[src/rtl/fifo_wr_arbiter.sv]
// Round-robin arbiter for the AsyncFIFO write port with bounded bursts and sticky error flags.
// Define FIFO_ARB_ACK_CHECK_EN to enable the push/ack consistency check that drives err_ack.
module fifo_wr_arbiter #(
  parameter int NUM_REQ    = 4,
  parameter int DATA_WIDTH = 3,
  parameter int MAX_BURST  = 2
) (
  input  logic                          clock,
  input  logic                          reset,
  input  logic [NUM_REQ-1:0]            req_valid,
  input  logic [NUM_REQ*DATA_WIDTH-1:0] req_data,
  output logic [NUM_REQ-1:0]            req_ready,
  output logic                          wr_push,
  output logic [DATA_WIDTH-1:0]         wr_data,
  input  logic                          wr_full,
  input  logic                          wr_ack,
  input  logic                          wr_overflow,
  output logic [$clog2(NUM_REQ)-1:0]    grant_id,
  output logic                          busy,
  output logic                          err_overflow,
  output logic                          err_ack
);
  localparam int IDW = $clog2(NUM_REQ);

  typedef enum logic {IDLE, BURST} state_t;

  state_t         state, state_nx;
  logic [IDW-1:0] rr_ptr, rr_ptr_nx;
  logic [IDW-1:0] owner, owner_nx;
  logic [3:0]     burst_cnt, burst_cnt_nx;
  logic           err_ovf_q;

  logic           sel_valid;
  logic [IDW-1:0] sel;
  logic [IDW-1:0] scan_idx;
  logic           push;

  function automatic logic [IDW-1:0] inc_wrap(input logic [IDW-1:0] x);
    return (x == IDW'(NUM_REQ - 1)) ? '0 : x + 1'b1;
  endfunction

  // In IDLE scan from rr_ptr with wrap; in BURST only the owner may be selected.
  always_comb begin
    sel_valid = 1'b0;
    sel       = '0;
    scan_idx  = '0;
    if (state == IDLE) begin
      for (int unsigned k = 0; k < NUM_REQ; k++) begin
        scan_idx = IDW'((32'(rr_ptr) + k) % 32'(NUM_REQ));
        if (!sel_valid && req_valid[scan_idx]) begin
          sel_valid = 1'b1;
          sel       = scan_idx;
        end
      end
    end else if (req_valid[owner]) begin
      sel_valid = 1'b1;
      sel       = owner;
    end
  end

  assign push = sel_valid & ~wr_full & ~reset;

  always_comb begin
    req_ready = '0;
    wr_data   = '0;
    for (int unsigned i = 0; i < NUM_REQ; i++) begin
      req_ready[i] = push && (IDW'(i) == sel);
      if (sel_valid && !reset && (IDW'(i) == sel))
        wr_data = req_data[i*DATA_WIDTH +: DATA_WIDTH];
    end
  end

  assign wr_push  = |(req_valid & req_ready);
  assign grant_id = reset ? '0 : ((state == IDLE && push) ? sel : owner);
  assign busy     = (state == BURST) & ~reset;

  always_comb begin
    state_nx     = state;
    rr_ptr_nx    = rr_ptr;
    owner_nx     = owner;
    burst_cnt_nx = burst_cnt;
    case (state)
      IDLE: begin
        if (push) begin
          owner_nx     = sel;
          burst_cnt_nx = 4'd1;
          if (MAX_BURST > 1) state_nx  = BURST;
          else               rr_ptr_nx = inc_wrap(sel);
        end
      end
      BURST: begin
        // A stall under wr_full keeps the burst open without counting.
        if (!req_valid[owner]) begin
          state_nx  = IDLE;
          rr_ptr_nx = inc_wrap(owner);
        end else if (push) begin
          burst_cnt_nx = burst_cnt + 4'd1;
          if (burst_cnt_nx == 4'(MAX_BURST)) begin
            state_nx  = IDLE;
            rr_ptr_nx = inc_wrap(owner);
          end
        end
      end
      default: state_nx = IDLE;
    endcase
  end

  always_ff @(posedge clock) begin
    if (reset) begin
      state     <= IDLE;
      rr_ptr    <= '0;
      owner     <= '0;
      burst_cnt <= '0;
      err_ovf_q <= 1'b0;
    end else begin
      state     <= state_nx;
      rr_ptr    <= rr_ptr_nx;
      owner     <= owner_nx;
      burst_cnt <= burst_cnt_nx;
      err_ovf_q <= err_ovf_q | wr_overflow;
    end
  end

  assign err_overflow = err_ovf_q & ~reset;

`ifdef FIFO_ARB_ACK_CHECK_EN
  logic push_d;
  logic err_ack_q;

  always_ff @(posedge clock) begin
    if (reset) begin
      push_d    <= 1'b0;
      err_ack_q <= 1'b0;
    end else begin
      push_d    <= wr_push;
      err_ack_q <= err_ack_q | (push_d ^ wr_ack);
    end
  end

  assign err_ack = err_ack_q & ~reset;
`else
  logic unused_ack;
  assign unused_ack = wr_ack;
  assign err_ack    = 1'b0;
`endif

endmodule
[config.mk]
export PLATFORM = sky130hd
export DESIGN_NAME = fifo_wr_arbiter
export DESIGN_NICKNAME = d
export VERILOG_FILES = /design/src/rtl/fifo_wr_arbiter.sv
export SDC_FILE = /design/constraint.sdc
export NUM_CORES = 1
export LEC_CHECK = 0
export ABC_AREA = 0
export ABC_CLOCK_PERIOD_IN_PS = 1800
export BUFFER_PORTS_ARGS = -buffer_cell sky130_fd_sc_hd__buf_2
export CORE_MARGIN = 8
export CORE_UTILIZATION = 45
export DETAILED_ROUTE_END_ITERATION = 6
export GPL_TIMING_DRIVEN = 1
export MAX_ROUTING_LAYER = met4
export PLACE_DENSITY = 0.74
export SLEW_MARGIN = 20
export SYNTH_ARGS = -nofsm -noshare
export SYNTH_HDL_FRONTEND = slang
export SYNTH_SLANG_ARGS = --single-unit
[constraint.sdc]
create_clock -name clock -period 1.8 [get_ports clock]
set_input_delay 0.09 -clock clock [delete_from_list [all_inputs] [get_ports clock]]
set_output_delay 0.09 -clock clock [all_outputs]
set_load 0.02 [all_outputs]
* Word-level counts from Yosys, hierarchy flattened *
Cells that the tools add are included.
Widths: inputs -> output; s select.

cells by class
  add/sub/neg operators = 5
  magnitude comparators = 5
  eq/ne operators = 10
  multiplexer cells = 45
  bitwise operators = 9
  reductions and logical operators = 22

operator list
  operator             count
  $mux 2               13
  $mux 1               18
  $lt 2x3->1 const B   5
  $logic_and 1x1->1    13
  $mux 3               4
  $mux 4               3
  $bmux 1 s2           5
  $pmux 4 s2           1
  $reduce_and 3->1     2
  $add 2x1->2 const B  2
  $add 2x2->2 const B  2
  $add 4x1->4 const B  1
  $and 1x1->1          4
  $and 4x4->4          1
  $eq 2x2->1 const A   2
  $eq 4x2->1 const B   1
  $logic_not 1->1      4
  $ne 2x1->1 const B   2
  $reduce_or 4->1      1
  $ne 3x2->1 const B   1
  $ne 3x3->1 const B   1
  $not 1->1            3
  $eq 1x2->1 const A   1
  $eq 2x2->1 const B   1
  5 further kinds      5

storage, ports and cells
  flip-flop bits (word level) = 10
  input port bits = 21
  output and inout port bits = 13
  word-level logic and storage cells = 101

* Depth between registers and ports, before layout *
  depth after elaboration = 22
  mapped depth = 8
  depth with buffers taken out = 7

* Worst setup path before layout *
Ideal clock, no wire load.

  path type = register to output
  start point = reg owner[0]
  end point = out wr_data[0]
  arrival time = 1681 ps
  required time = 1710 ps
  setup slack = 29 ps
  cell stages (with the launch flop) = 8
  path buffers = 1
  cells stage by stage = dfxtp_1 buf_6 mux4_2 nand2_2 or3_1 o31a_2 o32ai_1 a21o_1

on the way
  word-level cells in the longest chain between the ends = 10
  elaborated cells on any way between the ends = 19
  classes of those cells = eq/ne: 3; mux: 10; reduce/logical: 6

ends and longest elaborated chain
  what                                                  line  text
  start: declaration                                    29    logic [IDW-1:0] owner, owner_nx;
  start signal: assignment                              118   owner <= owner_nx;
  $bmux 1 s2                                            55    end else if (req_valid[owner]) begin
  $mux 1 (implied by the code)                          55
  $mux 2 or $mux 1 (tied branches)                      55
  $mux 2 or $mux 1 (tied branches)                      47    if (state == IDLE) begin
  $logic_not 2->1 or $logic_and 1x1->1 (tied branches)  68    if (sel_valid && !reset && (IDW'(i) == sel))
  $logic_and 1x1->1                                     68
  $mux 3 (3 in series)                                  68
  $mux 3 (*)                                            68
  end: declaration                                      14    output logic [DATA_WIDTH-1:0] wr_data,

Every way passes the cells marked *; elsewhere a longest branch is shown, timed or not. The select of a mux whose other input is x is not followed.

* Worst setup path in the final report *
  start point = reg owner[0]
  end point = out wr_data[1]

The elaborated chain is that of the path after synthesis.

==> metrics.md <==
| Metric | Value |
|---|---|
| Result of the run | `finished with violations` |
| Violated checks | `setup timing` |
| Post-route setup slack | `-306 ps` |
| Die Area | `3730 sq um` |
| Via count of the first global-routing pass | `1,149` |
| Total wire length after detailed routing | `3610 um` |
| Clock transition at path regs | `60 ps` |
| Yosys warnings | `0` |
| Clock insertion delay at the later pin of the skew report | `250 ps` |
| Input/output buffers | `31` |
| Effective utilization at floorplan | `47.1%` |
| Clock tree from TritonCTS | `yes` |
| Net count after synthesis | `147` |
| Maximum buffer depth of the clock tree | `2` |
| Power consumption | `0.841 mW` |
| CP peak stage delay | `360 ps` |
| Post-Route Setup TNS | `-1200 ps` |
| Area overhead of the layout relative to synthesis | `70.3%` |
| GR Util All Layers | `17.5%` |
| Cell-internal power | `0.533 mW` |
| Nets | `200` |
| Worst-path fanout max | `4` |
| Root buffer cell | `sky130_fd_sc_hd__clkbuf_4` |
| Power share of the sequential group | `29.7%` |
| Comb power frac | `53.6%` |
| Leading cell types by total area after synthesis | `sky130_fd_sc_hd__dfxtp_1 22%, sky130_fd_sc_hd__nor2_1 7.4%, sky130_fd_sc_hd__mux2i_1 5.5%` |
| DRC violation count after routing | `0` |
| Final setup fails | `10` |
| Fraction of final layout cells sized beyond drive strength 1 | `56.3%` |
| Non-Filler Cell Area, Final | `1560 sq um` |
| Via-to-Cell Ratio | `5.86` |
| Min cycle time layout | `2110 ps` |
| Area share of the largest cell type after synthesis | `21.9%` |
| Number of buffers created by CTS | `3` |
| Average detailed-routed wire length per instance | `18.0 um` |
| Number of detailed-route iterations in the first pass | `4` |
| Routability congestion estimate from global placement | `0.804` |
| Slack of the worst reg-to-reg path | `-90 ps` |
| Number of enable flip-flop cells after synthesis | `0` |
| Max-capacitance violation count | `0` |
| Synthesized flop and latch total | `10` |
| Worst EP arrival | `2020 ps` |
| Slew Limit Headroom | `54.8%` |
| Cells traversed along the worst timing path | `mux4_2 -> nand2_2 -> or3_1 -> o31a_4 -> o32ai_4 -> a21o_1 -> buf_6` |
| DRC violation total after the first TritonRoute iteration | `58` |
| Site Rows | `16` |
| Count of final hold-check violations | `0` |
| Portion of the clock cycle consumed by the worst path in the final layout | `117%` |
| Share of power burned in the clock network | `16.7%` |
| Number of antenna violations at the first check in global routing | `0` |
| Pins Over Slew Limit | `0` |
| Floorplan die width | `61.1 um` |
| Wire length of the first global-routing pass | `4910 um` |
| Residual antenna-violating net count after detailed routing | `0` |
| Placed cell areas | `1140 sq um` |
| Required time of the critical path | `1710 ps` |
| Antenna cell count | `0` |
| Worst min path class | `primary input to register` |
| Half-perimeter wire length after detailed placement | `2100 um` |
| Core Region | `1940 sq um` |
| Static Leak | `0.678 nW` |
| Standard cell with the maximum stage delay on the critical path | `sky130_fd_sc_hd__dfxtp_4` |
| Number of unique standard cell types used by synthesis | `45` |
| Post-synthesis cell type with the largest combined area | `sky130_fd_sc_hd__dfxtp_1` |
| CP endpoint kind | `output pin` |
| Crit path launch type | `register` |
| Setup repair after global routing missed its margin | `yes` |
| Pin count of the biggest net entering global routing | `20` |
| Floorplan die height | `61.1 um` |
| Average footprint of a synthesized cell | `7.44 sq um` |
| DR vias | `1,177` |
| IR drop worst, VDD | `0.422 mV` |
| Gr ovfl total | `0` |
| Maximum clock skew at final layout | `1.07 ps` |
| Most used flip-flop cell after synthesis | `sky130_fd_sc_hd__dfxtp_1` |
| Worst Tran Pin Value | `671 ps` |
| Total power divided by cell area | `540 nW/um^2` |
| Achievable clock frequency | `475 MHz` |
| Clock net sink count | `10` |
| Boundary Pins | `34` |
| Total net switching power | `0.308 mW` |
| Synth Instances | `123` |
| Share of flip-flops with an asynchronous set or reset after synthesis | `0%` |
| Number of H-tree levels | `1` |
| Combined area of all synthesized cells | `915 sq um` |
| Sequential share of the synthesized area | `21.9%` |
| Count of fill cells added during filler insertion | `132` |
| Share of total power consumed by net switching | `36.6%` |
| Worst setup path category | `register to output pin` |
[synth_stat cells, types with 2 or more instances]
library cell	instances
sky130_fd_sc_hd__a211oi_1	2
sky130_fd_sc_hd__a21o_1	4
sky130_fd_sc_hd__a21oi_1	8
sky130_fd_sc_hd__a31oi_1	2
sky130_fd_sc_hd__and2b_1	2
sky130_fd_sc_hd__and3_1	2
sky130_fd_sc_hd__clkbuf_1	4
sky130_fd_sc_hd__dfxtp_1	10
sky130_fd_sc_hd__ha_1	3
sky130_fd_sc_hd__inv_1	5
sky130_fd_sc_hd__mux2i_1	5
sky130_fd_sc_hd__nand2_1	10
sky130_fd_sc_hd__nand3_1	3
sky130_fd_sc_hd__nor2_1	18
sky130_fd_sc_hd__nor2b_1	4
sky130_fd_sc_hd__nor3_1	3
sky130_fd_sc_hd__o21ai_0	7
sky130_fd_sc_hd__o22ai_1	2
sky130_fd_sc_hd__o32ai_1	3
[power groups by stage]
stage	clock (mW)	combinational [mW]	sequential [mW]
finish	0.141	0.451	0.250
floorplan	0	0.184	0.247
detailed placement	0	0.273	0.252
global route	0.160	0.479	0.251
global placement	0	0.265	0.251
CTS	0.148	0.362	0.250
[layout make-up]
| class | instances | area, sq um | share of cell area (%) |
|---|---|---|---|
| inverters | 5 | 18.8 | 1.20 |
| repair buffers | 56 | 404 | 25.9 |
| well taps | 27 | 33.8 | 2.17 |
| clock buffers | 3 | 22.5 | 1.45 |
| flip-flops and latches | 10 | 214 | 13.7 |
| multi-input cells | 100 | 865 | 55.5 |
[worst paths after layout]
check | from | endpoint | cells past startpoint
worst max-delay path | owner[0] | wr_data[1] | 7
worst min-delay path | wr_overflow | err_ovf_q | 3
worst max register to register | owner[0] | rr_ptr[0] | 7
worst min register to register | err_ovf_q | err_ovf_q | 2
[sequential cells by signal (all words and copies together), names as in the netlist]
| register | cells |
|---|---|
| burst_cnt | 4 |
| err_ovf_q | 1 |
| owner | 2 |
| rr_ptr | 2 |
| state | 1 |
[layer usage]
metal	up-vias	wire (um)	global-route usage, %
li1	543	-	-
met1	552	1340	16.9
met2	72	1900	32.4
met3	10	284	3.55
met4	0	89	8.31
met5	-	0	-
[cells in the final DEF (no fill, tap or decap), types with 3 or more instances in the layout]
cell type and instances:
sky130_fd_sc_hd__a21o_1 4, sky130_fd_sc_hd__a21oi_1 8, sky130_fd_sc_hd__buf_2 23, sky130_fd_sc_hd__buf_4 22, sky130_fd_sc_hd__buf_6 11, sky130_fd_sc_hd__clkbuf_4 3, sky130_fd_sc_hd__dfxtp_1 5, sky130_fd_sc_hd__dfxtp_4 3
sky130_fd_sc_hd__inv_1 5, sky130_fd_sc_hd__mux2i_1 3, sky130_fd_sc_hd__nand2_1 8, sky130_fd_sc_hd__nand2_2 3, sky130_fd_sc_hd__nor2_1 16, sky130_fd_sc_hd__o21ai_0 3, sky130_fd_sc_hd__o21ai_1 4
[per-stage QoR]
stage	util, %	std cells	setup slack [ps]	hold slack, ps
global placement	58.8	185	18.0	298
finish	80.2	201	-306	51.3
CTS	72.1	197	-244	39.7
global route	80.2	201	-454	47.7
floorplan	-	123	29.4	211
detailed placement	58.8	185	-47.1	315
[worst max-delay path: cells and delay by family (launching register included)]
family | cells | cell delay, ps
buffers and inverters | 1 | 120
AOI/OAI and AO/OA | 3 | 540
DFF | 1 | 360
muxes | 1 | 350
and+or+nand+nor | 2 | 390
[what timing repair did]
action	4_1_cts	5_1_grt
hold endpoints to repair	0	0
resized for setup	42	32
gates cloned	1	0
endpoints found under the setup margin	8	13
pin swaps	7	4
hold buffers	0	0
setup buffers	9	6
[cells by family (layout without fill, tap and decap cells)]
family          Yosys count  count (layout)  share of synthesized area, %
compound gates           38              38                          29.4
simple gates             51              51                          27.2
fa+ha+maj                 3               3                          4.10
other cells               1               1                         0.410
buf+inv                  13              64                          7.80
flops                    10              10                          21.9
mux                       7               7                          9.17
(Power assumes the default switching activity.)
